==> src/rtl/snn_pkg.sv <==
// Shared types and constants for the SNN frame controller.
package snn_pkg;

  localparam int NUM_BITS_DEF = 784;

  typedef enum logic [2:0] {
    ST_WAIT_BYTE = 3'd0,
    ST_UNPACK    = 3'd1,
    ST_START     = 3'd2,
    ST_WAIT_CORE = 3'd3,
    ST_SEND      = 3'd4,
    ST_WAIT_TX   = 3'd5
  } state_e;

  // Classified digit to its ASCII character.
  function automatic logic [7:0] ascii_digit(input logic [3:0] digit);
    return 8'h30 + {4'h0, digit};
  endfunction

endpackage

==> src/rtl/snn_byte_unpack.sv <==
// Byte-wide shift register that serialises a received byte LSB first.
module snn_byte_unpack (
  input  logic       clk,
  input  logic       rst_n,
  input  logic       i_load,
  input  logic [7:0] i_data,
  input  logic       i_shift,
  output logic       o_bit
);

  logic [7:0] r_shift;

  // Load on byte acceptance, shift right once per unpacked bit.
  always_ff @(posedge clk or negedge rst_n) begin
    if (!rst_n) begin
      r_shift <= 8'h00;
    end else if (i_load) begin
      r_shift <= i_data;
    end else if (i_shift) begin
      r_shift <= {1'b0, r_shift[7:1]};
    end
  end

  assign o_bit = r_shift[0];

endmodule

==> src/rtl/snn_frame_ctrl.sv <==
// Frame controller: unpacks UART bytes into the pixel RAM, runs the SNN core
// and sends the classified digit back as ASCII.
module snn_frame_ctrl
  import snn_pkg::*;
#(
  parameter int NUM_BITS = NUM_BITS_DEF
) (
  input  logic       clk,
  input  logic       rst_n,
  input  logic       rx_rdy,
  input  logic [7:0] rx_data,
  output logic       clr_rx_rdy,
  output logic       ram_we,
  output logic [9:0] ram_addr,
  output logic       ram_data,
  input  logic [9:0] core_addr,
  output logic       core_start,
  input  logic       core_done,
  input  logic [3:0] core_digit,
  output logic       tx_start,
  output logic [7:0] tx_data,
  input  logic       tx_done,
  output logic       busy
);

  localparam logic [9:0] LAST_ADDR = 10'(NUM_BITS - 1);

  state_e     r_state;
  state_e     w_next;
  logic [9:0] r_wptr;
  logic [2:0] r_bcnt;
  logic [7:0] r_tx_data;
  logic       w_clr;
  logic       w_we;
  logic       w_start;
  logic       w_tx_start;
  logic       w_bit;
  logic       w_core_owns_ram;

  snn_byte_unpack u_unpack (
    .clk     (clk),
    .rst_n   (rst_n),
    .i_load  (w_clr),
    .i_data  (rx_data),
    .i_shift (w_we),
    .o_bit   (w_bit)
  );

  // State register.
  always_ff @(posedge clk or negedge rst_n) begin
    if (!rst_n) begin
      r_state <= ST_WAIT_BYTE;
    end else begin
      r_state <= w_next;
    end
  end

  // Next-state decode and per-state strobes.
  always_comb begin
    w_next     = r_state;
    w_clr      = 1'b0;
    w_we       = 1'b0;
    w_start    = 1'b0;
    w_tx_start = 1'b0;
    case (r_state)
      ST_WAIT_BYTE: begin
        if (rx_rdy) begin
          w_clr  = 1'b1;
          w_next = ST_UNPACK;
        end else begin
          w_next = ST_WAIT_BYTE;
        end
      end
      ST_UNPACK: begin
        w_we = 1'b1;
        if (r_bcnt == 3'd7) begin
          if (r_wptr == LAST_ADDR) begin
            w_next = ST_START;
          end else begin
            w_next = ST_WAIT_BYTE;
          end
        end else begin
          w_next = ST_UNPACK;
        end
      end
      ST_START: begin
        w_start = 1'b1;
        w_next  = ST_WAIT_CORE;
      end
      ST_WAIT_CORE: begin
        if (core_done) begin
          w_next = ST_SEND;
        end else begin
          w_next = ST_WAIT_CORE;
        end
      end
      ST_SEND: begin
        w_tx_start = 1'b1;
        w_next     = ST_WAIT_TX;
      end
      ST_WAIT_TX: begin
        if (tx_done) begin
          w_next = ST_WAIT_BYTE;
        end else begin
          w_next = ST_WAIT_TX;
        end
      end
      default: begin
        w_next = ST_WAIT_BYTE;
      end
    endcase
  end

  // Write pointer wraps at the last pixel so it never leaves the frame.
  always_ff @(posedge clk or negedge rst_n) begin
    if (!rst_n) begin
      r_wptr    <= 10'd0;
      r_bcnt    <= 3'd0;
      r_tx_data <= 8'h00;
    end else begin
      if (w_clr) begin
        r_bcnt <= 3'd0;
      end else if (w_we) begin
        r_bcnt <= r_bcnt + 3'd1;
      end
      if (w_we) begin
        r_wptr <= (r_wptr == LAST_ADDR) ? 10'd0 : r_wptr + 10'd1;
      end
      if ((r_state == ST_WAIT_CORE) && core_done) begin
        r_tx_data <= ascii_digit(core_digit);
      end
    end
  end

  assign w_core_owns_ram = (r_state == ST_START) || (r_state == ST_WAIT_CORE);

  assign clr_rx_rdy = w_clr;
  assign ram_we     = w_we;
  assign ram_data   = w_we & w_bit;
  assign ram_addr   = w_core_owns_ram ? core_addr : r_wptr;
  assign core_start = w_start;
  assign tx_start   = w_tx_start;
  assign tx_data    = r_tx_data;
  assign busy       = (r_state != ST_WAIT_BYTE);

endmodule
==> config.mk <==
export PLATFORM = sky130hd
export DESIGN_NAME = snn_frame_ctrl
export DESIGN_NICKNAME = d
export VERILOG_FILES = /design/src/rtl/snn_pkg.sv /design/src/rtl/snn_byte_unpack.sv /design/src/rtl/snn_frame_ctrl.sv
export SDC_FILE = /design/constraint.sdc
export NUM_CORES = 1
export LEC_CHECK = 0
export ABC_AREA = 1
export ABC_CLOCK_PERIOD_IN_PS = 1500
export BUFFER_PORTS_ARGS = -buffer_cell sky130_fd_sc_hd__buf_4
export CAP_MARGIN = 0
export CORE_ASPECT_RATIO = 0.7
export CORE_MARGIN = 2
export CORE_UTILIZATION = 52
export CTS_BUF_LIST = sky130_fd_sc_hd__clkbuf_4
export CTS_CLUSTER_SIZE = 30
export DETAILED_ROUTE_END_ITERATION = 12
export GPL_ROUTABILITY_DRIVEN = 0
export PLACE_DENSITY = 0.84
export SLEW_MARGIN = 0
export SYNTH_ARGS = -nofsm -noshare
export SYNTH_HDL_FRONTEND = slang
export SYNTH_SLANG_ARGS = --single-unit
==> constraint.sdc <==
create_clock -name clk -period 1.5 [get_ports clk]
set_input_delay 0.075 -clock clk [delete_from_list [all_inputs] [get_ports clk]]
set_output_delay 0.075 -clock clk [all_outputs]
set_load 0.05 [all_outputs]
== Word level (Yosys, flattened, before mapping) ==
Index checks and enable logic that the tools add are counted.

* Add/subtract/negate cells: 3
* Equal/unequal tests: 7
* Multiplexer cells: 17
* Bitwise gates (word level): 1
* Reductions and logical operators: 5

{| class="wikitable"
|+ Operators by type and width
! kind !! count
|-
| $mux 10 || 2
|-
| $pmux 3 s6 || 1
|-
| $mux 8 || 2
|-
| $mux 3 || 5
|-
| $add 10x1->10 const B || 1
|-
| $eq 10x10->1 const B || 1
|-
| $eq 3x3->1 const B || 3
|-
| $add 6x4->7 const A || 1
|-
| $eq 3x2->1 const B || 2
|-
| $mux 1 || 6
|-
| $add 3x1->3 const B || 1
|-
| $eq 3x1->1 const B || 1
|-
| $logic_not 3->1 || 1
|-
| $reduce_bool 3->1 || 1
|-
| $mux 2 || 1
|-
| $reduce_bool 2->1 || 1
|-
| $and 1x1->1 || 1
|-
| $logic_and 1x1->1 || 1
|-
| $logic_or 1x1->1 || 1
|}

* Bits in registers: 32
* Bits of input ports: 27
* Output and inout port bits: 24
* Logic and storage cells: 38

== Depth between registers and ports, before layout ==
Gate-level depths: netlist (run 1).

* Word-level depth: 4
* Depth in mapped cells: 9
* Gate-level depth less buffers: 8

== Hierarchy ==
From an unflattened synthesis (run 1), not the netlist that was laid out.

* Cells, all modules: 206
* Area, all modules: 1,605.3 sq um

{| class="wikitable"
|+ By module, submodules not included
! module !! times used !! cells each !! area an instance (sq um) !! seq. area each (sq um)
|-
| snn_frame_ctrl || 1 || 163 || 1,228.7 || 525.5
|-
| snn_byte_unpack || 1 || 43 || 376.6 || 200.2
|}

== Least setup slack after synthesis (run 1) ==
No wires, ideal clock.

* Kind: reg2out
* Start point: register r_state[1]
* End point: output port ram_addr[0]
* Arrival: 1,766 ps
* Required time: 1,425 ps
* Slack: -341 ps
* Cell stages (with the launch flop): 5
* Path buffers: 1
* Path through: dfrtp_1 -> inv_1 -> nor2_1 -> buf_2 -> o21ai_0

* Word-level cells in the longest chain between the ends: 3
* Elaborated cells between the ends (all ways): 4
* Classes of those cells: 2 x eq/ne; 1 x mux; 1 x reduce/logical

{| class="wikitable"
|+ RTL lines
! element !! line !! source
|-
| start, declared || snn_frame_ctrl.sv:28 || <nowiki>state_e r_state;</nowiki>
|-
| start signal, assigned || snn_frame_ctrl.sv:54 || <nowiki>r_state <= w_next;</nowiki>
|-
| $eq 3x2->1 || snn_frame_ctrl.sv:135 || <nowiki>assign w_core_owns_ram = (r_state == ST_START) || (r_state == ST_WAIT_CORE);</nowiki>
|-
| $logic_or 1x1->1 * || snn_frame_ctrl.sv:135 ||
|-
| $mux 10 * || snn_frame_ctrl.sv:140 || <nowiki>assign ram_addr = w_core_owns_ram ? core_addr : r_wptr;</nowiki>
|-
| end, declared || snn_frame_ctrl.sv:14 || <nowiki>output logic [9:0] ram_addr,</nowiki>
|}

Every way passes the cells marked *; elsewhere a longest branch is shown, timed or not.

== Worst setup path after layout (run 1) ==
* Start point: register r_state[1]
* End point: output port ram_addr[8]

Same word-level chain as after synthesis.

==> results of run 1 <==
## cells by family (layout without fill, tap and decap cells)
logic type / Yosys count / after routing / share of synthesized area (%)
other: 1 / 2 / 0.236
and+or+nand+nor: 104 / 104 / 28.3
DFF: 29 / 29 / 45.6
AOI/OAI and AO/OA: 26 / 26 / 10.2
adders and majority gates: 3 / 3 / 2.36
buffers and inverters: 38 / 116 / 11.0
xor gates and xnor gates: 4 / 4 / 2.20
## sequential cells by signal, indices dropped and copies added, names as in the netlist
name              flops
r_wptr               10
tx_data               5
r_bcnt                3
u_unpack.r_shift      8
r_state               3
## Yosys cell counts
| library cell | number | area, um^2 |
|---|---|---|
| a21oi_1 | 1 | 5.00 |
| a22o_1 | 2 | 17.5 |
| and2_1 | 1 | 6.26 |
| buf_2 | 2 | 10.0 |
| buf_4 | 6 | 45.0 |
| buf_6 | 1 | 11.3 |
| clkinv_1 | 1 | 3.75 |
| conb_1 | 1 | 3.75 |
| dfrtp_1 | 29 | 726 |
| ha_1 | 3 | 37.5 |
| inv_1 | 28 | 105 |
| nand2_1 | 65 | 244 |
| nand2_2 | 1 | 6.26 |
| nand3_1 | 14 | 70.1 |
| nand3_4 | 1 | 17.5 |
| nand4_1 | 2 | 12.5 |
| nor2_1 | 15 | 56.3 |
| nor2_2 | 3 | 18.8 |
| nor2_4 | 1 | 11.3 |
| nor3b_1 | 1 | 7.51 |
| o2111ai_1 | 1 | 8.76 |
| o211ai_1 | 7 | 52.6 |
| o21ai_0 | 14 | 70.1 |
| o21ai_2 | 1 | 8.76 |
| xnor2_1 | 1 | 8.76 |
| xor2_1 | 3 | 26.3 |
## power by group
| group | switching (mW) | leakage, nW | internal, mW |
|---|---|---|---|
| sequential | 0.225 | 0.363 | 1.03 |
| clock | 0.283 | 0.0300 | 0.169 |
| combinational | 1.32 | 0.843 | 0.852 |
| total | 1.82 | 1.24 | 2.05 |
## metal layers
| layer | up-vias | track usage [%] | part of all wire (%) |
|---|---|---|---|
| li1 | 798 | - | - |
| met2 | 97 | 39.5 | 49 |
| met4 | 0 | 8.65 | 0.87 |
| met1 | 809 | 31.8 | 42 |
| met5 | - | 0 | 0 |
| met3 | 7 | 6.43 | 8.3 |
## what timing repair did
action,CTS,global route
pin swaps,4,3
hold buffers,10,0
gates cloned,1,0
gates resized for setup,40,20
endpoints found under the hold margin,38,0
buffers inserted,6,9
endpoints found under the setup margin,15,15
## final timing paths
check | startpoint | to | cells after the start | slack (ns)
hold reg to reg | tx_data[1] | tx_data[1] | 2 | 0.50
min in group asynchronous | rst_n | tx_data[2] | 2 | 0.19
max in group asynchronous | rst_n | r_state[2] | 2 | 1.01
setup / recovery | r_state[1] | ram_addr[8] | 6 | -0.09
setup reg to reg | r_state[2] | r_wptr[6] | 6 | 0.02
hold / removal | core_digit[2] | tx_data[2] | 3 | -0.001
## critical path: stages (launching register included)
cell     delay, ns
dfrtp_2       0.43
inv_2         0.07
nor2_4        0.19
buf_6         0.18
nand2_2       0.06
o21ai_2       0.06
buf_6         0.17
## cells in the final DEF (no fill, tap or decap), drive strengths merged, types with 2 or more instances in the layout
master / n
a22o: 2
buf: 69
clkbuf: 5
clkinv: 3
conb: 2
dfrtp: 29
dlygate4sd3: 10
ha: 3
inv: 28
nand2: 66
nand3: 15
nand4: 2
nor2: 19
o211ai: 7
o21ai: 15
xor2: 3
## area by class of cell
type                            count  area (um^2)
Multi-Input combinational cell    139          790
Sequential cell                    29          729
Timing Repair Buffer               79          686
Fill cell                         165          448
Inverter                           29          115
Tap cell                           36         45.0
Clock buffer                        5         37.5
Clock inverter                      3         12.5
## through the flow
step                utilization [%]  setup TNS [ns]  worst slack [ns]  power, mW
detailed placement             69.0               0             0.116       2.97
global route                   84.4           -1.45            -0.165       4.08
CTS                            79.7          -0.291           -0.0511       3.63
finish                         84.4          -0.649           -0.0896       3.88
global placement               69.0               0             0.151       2.93
floorplan                         -           -2.63            -0.341       2.50
==> results.yml, run 1 <==
clock_network:
  cts_buffer_depth: 2
  cts_tree: "yes"
  clkLatencyLatePin_ns: 0.33
  numCtsBuffers: 5
  htreeDepth: 2
  clk_pin_slew_ns: 0.10
  clockRootBuffer: "clkbuf_4"
  cts_sinks: 29
floorplanning:
  core-area_um2: 2860
  dieHeight_um: 50.3
  ios: 51
  die_w_um: 70.1
  initial_core_util_pct: 55.6
  die_area_um2: 3520
  rows: 16
synth:
  yosysWarnings: 0
  ys_types: 26
  synth_seq_cells: 29
  synth_seq_area_share_pct: 45.6
  syn_area_um2: 1590
  avgSynthCellArea_um2: 7.76
  synth_cells: 205
sta:
  period_minus_slack_ns: 1.59
  fin_ws_ns: -0.0896
  rsz0062_at_grt: "true"
  finalSetupViolations: 12
  whs_ns: -0.00130
  drv_slew: 0
  min_period_over_period_pct: 106
  finalHoldViolCount: 1
  final.setup_skew_ns: 0.0109
  fmaxAchievable_mhz: 629
pwr:
  power_leakage_nw: 1.24
  peakVddDrop_uv: 1150
  power_density_nw_per_um2: 1610
global_route:
  grt_pass1_wl_mm: 6.69
  overflow: 0
  grt_max_degree: 30
  track_usage_pct: 24.3
  antenna_found_initial: 0
  grt_pass1_vias: 1509
detailed_routing:
  viasPerCell: 5.35
  antenna_left: 0
  num_vias: 1711
  drt_first_iter_violations: 96
  drc: 0
  finalWirelength_mm: 4.59
  wire_per_inst_um: 14.4
  first_pass_iters: 4
flow_run:
  drv_cap: 0
final_layout:
  drive_gt1_share_pct: 39.8
  post-route-cell-area_um2: 2410
  finalNonFillerCells: 320
  diodes: 0
  area_delta_synth_final_pct: 51.8
  layout.nets: 313
worst_hold_path:
  hp-class: "input pin to flip-flop"
setup_path:
  cp-start-kind: "flip-flop"
  cp_max_fo: 6
  crit_type: "flip-flop to primary output"
  endpoint_kind: "primary output"
  required_ns: 1.42
  critPathArrivalTime_ns: 1.51
place:
  hpwl_mm: 2.60
  placed_area_um2: 1980
  portBuffers: 48
  dp_cells: 286
outcome:
  status: "complete, but fails checks"
  violations: "hold timing, setup timing"
(Power assumes the default switching activity.)
==> run 2: changes to the inputs <==
--- a/config.mk
+++ b/config.mk
@@ -5,18 +5,16 @@
 export SDC_FILE = /design/constraint.sdc
 export NUM_CORES = 1
 export LEC_CHECK = 0
-export ABC_AREA = 1
 export ABC_CLOCK_PERIOD_IN_PS = 1500
 export BUFFER_PORTS_ARGS = -buffer_cell sky130_fd_sc_hd__buf_4
 export CAP_MARGIN = 0
 export CORE_ASPECT_RATIO = 0.7
-export CORE_MARGIN = 2
-export CORE_UTILIZATION = 52
+export CORE_UTILIZATION = 30
 export CTS_BUF_LIST = sky130_fd_sc_hd__clkbuf_4
 export CTS_CLUSTER_SIZE = 30
 export DETAILED_ROUTE_END_ITERATION = 12
 export GPL_ROUTABILITY_DRIVEN = 0
-export PLACE_DENSITY = 0.84
+export PLACE_DENSITY = 0.55
 export SLEW_MARGIN = 0
 export SYNTH_ARGS = -nofsm -noshare
 export SYNTH_HDL_FRONTEND = slang
==> run 2 against run 1 <==
  * The flow finishes with violations (setup timing)
  * Design area increased by 6.7%
  * Synthesized cell count fell by 30%
  * Largest cell class is now buffers
  * Utilization down 31 points
  * Global-route usage shrank 8.8 points
  * Setup slack got worse by 0.058 ns
  * Sequential share of layout area down 2.0 points
  * Clock skew is 0.0088 ns higher
  * Non-clock buffer count up 7
  * First-iteration DRC count down 24%
  * Hold slack gained 0.080 ns
  * Die area increased by 52%
  * Wire length shrank 7.4%
==> results.yml, run 2 <==
synth:
  ys_types: 41
  synth_seq_cells: 29
  yosysWarnings: 0
  ys.flop_type: "dfrtp_1"
  synth_area_leaders: "dfrtp_1 48%, mux2_2 8.1%, nand2_1 6.2%"
  post-synth-top-count-cell: "dfrtp_1"
  ys_top_cells_by_count: "29 x dfrtp_1, 25 x nand2_1, 11 x mux2_2"
  synth_seq_area_share_pct: 47.7
  synth_cells: 143
  syn_area_um2: 1520
  yosys.area.top_type: "dfrtp_1"
  avgSynthCellArea_um2: 10.6
  synth_top_cell_area_share_pct: 47.7
  ys_async_sr_fraction_pct: 100
  synth-edff-count: 0
place:
  hpwl_mm: 2.61
  portBuffers: 48
  pre_cts_slack_ns: 0.0229
  dp_cells: 266
pwr:
  pwr-share-clk_pct: 10.8
  power.switching_mw: 1.84
  p_int_mw: 2.34
  power_leakage_nw: 1.27
  seqPwrFrac_pct: 30.8
  peakVddDrop_uv: 1110
  p_comb_share_pct: 58.3
  power_density_nw_per_um2: 1620
  swShare_pct: 44.0
detailed_routing:
  drt_first_iter_violations: 73
  finalWirelength_mm: 4.25
  wire_per_inst_um: 14.2
  drc: 0
  first_pass_iters: 4
  num_vias: 1414
  viasPerCell: 4.73
  antenna_left: 0
global_route:
  track_usage_pct: 15.5
  grt_pass1_wl_mm: 6.15
  overflow: 0
  antenna_found_initial: 0
  grt_max_degree: 30
  grt_pass1_vias: 1302
final_layout:
  final_cell_mix: "50 x buf_4, 28 x dfrtp_1, 24 x nand2_1"
  drive_gt1_share_pct: 50.4
  finalNonFillerCells: 299
  area_delta_synth_final_pct: 69.3
  multi_input_area_um2: 846
  largest_register_ff_count: 10
  seqCellArea_um2: 727
  final_common_cell: "buf_4"
  diodes: 0
  layout.nets: 259
  nFillCells: 429
  top_register: "r_wptr"
setup_path:
  cp_max_fo: 5
  required_ns: 1.42
  reg2reg_from: "r_state[1]"
  cp-start-kind: "flip-flop"
  critical_path.max_stage_delay_ns: 0.44
  cp_slowest_cell: "dfrtp_1"
  ff2ff_setup_slack_ns: -0.02
  worstRegToRegCells: 7
  cp_cell_sequence: "inv_2 > nand2_4 > clkbuf_16 > mux2_4 > buf_6"
  crit_type: "flip-flop to primary output"
  critPathArrivalTime_ns: 1.57
  endpoint_kind: "primary output"
  reg2reg_to: "u_unpack.r_shift[1]"
outcome:
  status: "complete, but fails checks"
  violations: "setup timing"
flow_run:
  drv_cap: 0
clock_network:
  htreeDepth: 2
  clk_pin_slew_ns: 0.10
  numCtsBuffers: 5
  cts_buffer_depth: 2
  clockRootBuffer: "clkbuf_4"
  clkLatencyLatePin_ns: 0.34
  cts_tree: "yes"
  cts_sinks: 29
worst_hold_path:
  min_to: "r_state[0]"
  hp-class: "input pin to flip-flop"
  min_from: "core_done"
  min_path_cells: 3
floorplanning:
  ios: 51
  dieHeight_um: 61.6
  core-area_um2: 4830
  rows: 21
  die_w_um: 87.2
  die_area_um2: 5370
  initial_core_util_pct: 31.5
sta:
  fin_ws_ns: -0.147
  final.setup_skew_ns: 0.0196
  finalSetupViolations: 18
  period_minus_slack_ns: 1.65
  rsz0062_at_grt: "true"
  drv_slew: 0
  finalHoldViolCount: 0
  fmaxAchievable_mhz: 607
  min_period_over_period_pct: 110
run 2: cell types whose count changed in the layout (fill, tap and decap cells not counted), moves of 8 or more:
cell and change:
nand2_1 -28, inv_1 -25, nand2_2 -11, nor2_1 -10, mux2_4 +9, nand3_1 -9, o21ai_2 -8
run 2: worst max path at each step:
| stage | from | to | slack (ns) | cells after the start |
|---|---|---|---|---|
| after floorplan | r_state[1] | u_unpack.r_shift[4] | -0.006 | 4 |
| after global placement | r_wptr[7] | r_wptr[0] | 0.05 | 4 |
| after detailed placement | r_wptr[7] | r_wptr[0] | 0.02 | 4 |
| after CTS | r_state[2] | ram_addr[2] | -0.15 | 5 |
| after global routing | r_state[2] | ram_addr[1] | -0.20 | 5 |
| final | r_state[2] | ram_addr[1] | -0.15 | 5 |
run 2: metrics by stage:
step	hold slack (ns)	TNS, ns	cell area (um^2)	util, %	power, mW
CTS	0.0503	-1.56	2350	48.7	3.90
finish	0.0791	-1.56	2580	53.3	4.18
global placement	0.0236	0	2050	42.4	3.09
detailed placement	0.0302	0	2050	42.4	3.13
floorplan	-0.221	-0.0214	1540	-	2.54
global route	0.0674	-3.06	2580	53.3	4.45
run 2: routing by layer:
| layer | track usage, % | share of wire [%] |
|---|---|---|
| met5 | 0 | 0 |
| met4 | 7.03 | 1.3 |
| met1 | 20.1 | 47 |
| met3 | 4.56 | 5.4 |
| met2 | 24.6 | 46 |
run 2: logic make-up after synthesis:
kind of cell	synth area share, %
compound gates	11.2
xor+xnor	3.45
buf+inv	4.19
mux	11.0
other cells	0.246
fa+ha+maj	2.47
simple gates	19.8
flops	47.7
run 2: power groups by stage:
stage               Combinational [mW]  Sequential [mW]  Clock [mW]
floorplan                         1.34             1.20           0
global placement                  1.84             1.26           0
detailed placement                1.86             1.27           0
CTS                               2.16             1.26       0.477
global route                      2.62             1.32       0.510
finish                            2.44             1.29       0.453
run 2: what timing repair did:
item / CTS / global route
hold buffers: 13 / 0
endpoints found under the setup margin: 14 / 31
resized for setup: 24 / 32
cloned: 0 / 2
hold endpoints to repair: 41 / 0
pin swaps: 3 / 16
buffers inserted: 5 / 6
run 2: layout make-up:
cell class,instances,area share (%)
timing repair buffer,86,33.3
multi-input combinational,104,32.8
sequential,29,28.2
tap,69,3.35
clock buffer,5,1.46
clock inverter,3,0.485
inverter,3,0.437
run 2: critical path, delay by kind of cell, from the launching register on:
family        cells  cell delay [ns]
buf+inv           3             0.40
flops             1             0.44
mux               1             0.31
simple gates      1             0.07
==> run 3: changes to the inputs <==
--- a/config.mk
+++ b/config.mk
@@ -9,12 +9,14 @@
 export BUFFER_PORTS_ARGS = -buffer_cell sky130_fd_sc_hd__buf_4
 export CAP_MARGIN = 0
 export CORE_ASPECT_RATIO = 0.7
-export CORE_UTILIZATION = 30
+export CORE_MARGIN = 10
+export CORE_UTILIZATION = 50
 export CTS_BUF_LIST = sky130_fd_sc_hd__clkbuf_4
 export CTS_CLUSTER_SIZE = 30
 export DETAILED_ROUTE_END_ITERATION = 12
 export GPL_ROUTABILITY_DRIVEN = 0
-export PLACE_DENSITY = 0.55
+export GPL_TIMING_DRIVEN = 0
+export PLACE_DENSITY = 0.82
 export SLEW_MARGIN = 0
 export SYNTH_ARGS = -nofsm -noshare
 export SYNTH_HDL_FRONTEND = slang
==> run 3 against run 2 <==
  * The flow still finishes with violations (setup timing)
  * Critical endpoint is now ram_addr[7]
  * Setup slack worse by 0.076 ns
  * Wire length rose by 55%
  * Count of clock-buffer cells in the layout unchanged
  * Hold slack worse by 0.022 ns
  * Combinational power rose by 13%
  * Flip-flop and latch count unchanged
  * Utilization is 39 points higher
  * Clock power increased by 5.1%
  * Global-route usage is 5.6 points higher
  * Die area up 5.9%
  * Design area is 2.2% higher
  * Critical path depth unchanged
==> results.yml, run 3 (synthesis results as in run 2) <==
outcome:
  status: "complete, but fails checks"
  violations: "setup timing"
final_layout:
  finalNonFillerCells: 273
  multi_input_area_um2: 881
  drive_gt1_share_pct: 56.1
  seqCellArea_um2: 732
  final_cell_mix: "49 x buf_4, 24 x dfrtp_1, 23 x nand2_1"
  largest_register_ff_count: 10
  layout.nets: 266
  area_delta_synth_final_pct: 73.0
  fin_util_pct: 92.0
  final_common_cell: "buf_4"
  diodes: 0
  nFillCells: 96
  top_register: "r_wptr"
clock_network:
  clockRootBuffer: "clkbuf_4"
  htreeDepth: 2
  cts_buffer_depth: 2
  clk_pin_slew_ns: 0.11
  cts_tree: "yes"
  numCtsBuffers: 5
  clkLatencyLatePin_ns: 0.35
  cts_sinks: 29
detailed_routing:
  drc: 0
  viasPerCell: 6.08
  antenna_left: 0
  wire_per_inst_um: 24.2
  finalWirelength_mm: 6.61
  num_vias: 1659
  first_pass_iters: 4
  drt_first_iter_violations: 290
sta:
  finalSetupViolations: 34
  final.setup_skew_ns: 0.0155
  rsz0062_at_grt: "true"
  max_slew.worst_pin.slew_ns: 0.502
  min_period_over_period_pct: 115
  fmaxAchievable_mhz: 580
  slew_headroom_pct: 66.1
  finalHoldViolCount: 0
  fin_ws_ns: -0.223
  period_minus_slack_ns: 1.72
  drv_slew: 0
setup_path:
  endpoint_kind: "primary output"
  startpoint: "r_state[2]"
  reg2reg_from: "r_state[2]"
  cp_cell_sequence: "inv_4 > nand2_4 > buf_8 > mux2_2 > buf_6"
  required_ns: 1.42
  cpLargestDelayFamily: "flip-flops"
  cp_slowest_cell: "dfrtp_2"
  cp-start-kind: "flip-flop"
  cp_max_fo: 5
  critPathArrivalTime_ns: 1.65
  critical_path.max_stage_delay_ns: 0.46
  cp_num_buf_inv: 3
  crit_type: "flip-flop to primary output"
global_route:
  overflow: 0
  grt_pass1_wl_mm: 9.25
  grt_max_degree: 30
  grt_pass1_vias: 1604
  antenna_found_initial: 0
  track_usage_pct: 21.1
floorplanning:
  die_area_um2: 5690
  ios: 51
  rows: 16
  dieHeight_um: 66.2
  initial_core_util_pct: 53.2
  die_w_um: 86.0
  core-area_um2: 2860
pwr:
  power_leakage_nw: 1.31
  power_density_nw_per_um2: 1720
  peakVddDrop_uv: 1170
place:
  portBuffers: 48
  dp_cells: 228
  hpwl_mm: 2.92
worst_hold_path:
  min_from: "tx_done"
  hp-class: "input pin to flip-flop"
flow_run:
  drv_cap: 0
[run 3: changes by cell type in the layout (fill, tap and decap cells not counted), moves of 3 or more]
cell and change:
dfrtp_1 -4, mux2_4 -3, dfrtp_2 +4, mux2_2 +3, buf_6 +10, buf_12 -3
[run 3: area by class of cell]
class	instances	area share (%)
Multi-Input combinational cell	104	33.4
Tap cell	36	1.71
Buffer	8	3.42
Inverter	3	0.618
Timing Repair Buffer	85	31.1
Clock buffer	5	1.43
Sequential cell	29	27.8
Clock inverter	3	0.475
[run 3: timing repair]
action / in CTS / in global routing
setup endpoints to repair: 31 / 40
gates cloned: 1 / 0
hold buffers: 13 / 0
gates resized for setup: 55 / 26
endpoints found under the hold margin: 41 / 0
pin swaps: 6 / 10
buffers inserted: 16 / 10
[run 3: path summary, 6_finish.rpt]
check	endpoint	slack [ns]	cells past startpoint
worst max-delay path	ram_addr[7]	-0.22	5
min in group asynchronous	tx_data[2]	0.17	2
max in group asynchronous	r_wptr[0]	1.03	2
worst min-delay path	r_state[2]	0.06	3
worst min register to register	u_unpack.r_shift[1]	0.52	2
worst max register to register	r_wptr[9]	-0.14	8
[run 3: worst register-to-register path, cell delays in order, from the launching register on]
cell	delay, ns
dfrtp_2	0.48
buf_12	0.15
nor2_4	0.11
nand2_4	0.08
inv_4	0.07
buf_4	0.13
nand4_4	0.18
nor3_4	0.22
nor2_1	0.09
[run 3: metrics by stage]
stage	total power, mW	hold WS (ns)	setup WS (ns)	instance area [um^2]	TNS, ns
floorplan	2.54	-0.221	-0.00607	1540	-0.0214
global placement	2.98	0.0124	-0.0891	1940	-0.873
detailed placement	3.06	0.0142	-0.138	1940	-1.38
CTS	3.97	0.0407	-0.119	2480	-1.37
global route	4.77	0.0354	-0.267	2630	-5.61
finish	4.54	0.0567	-0.223	2630	-3.83
[run 3: where the power goes]
part           switching [mW]  internal, mW
clock network           0.307         0.169
registers               0.272          1.03
logic                    1.56          1.20
total                    2.14          2.40
[run 3: routing by layer]
metal  up-vias  part of all wire, %  global-route usage (%)
li1        693                    -                       -
met1       819                   36                    24.8
met2       125                   49                    34.6
met3        22                   12                    7.76
met4         0                  3.5                    7.58
met5         -                    0                       0
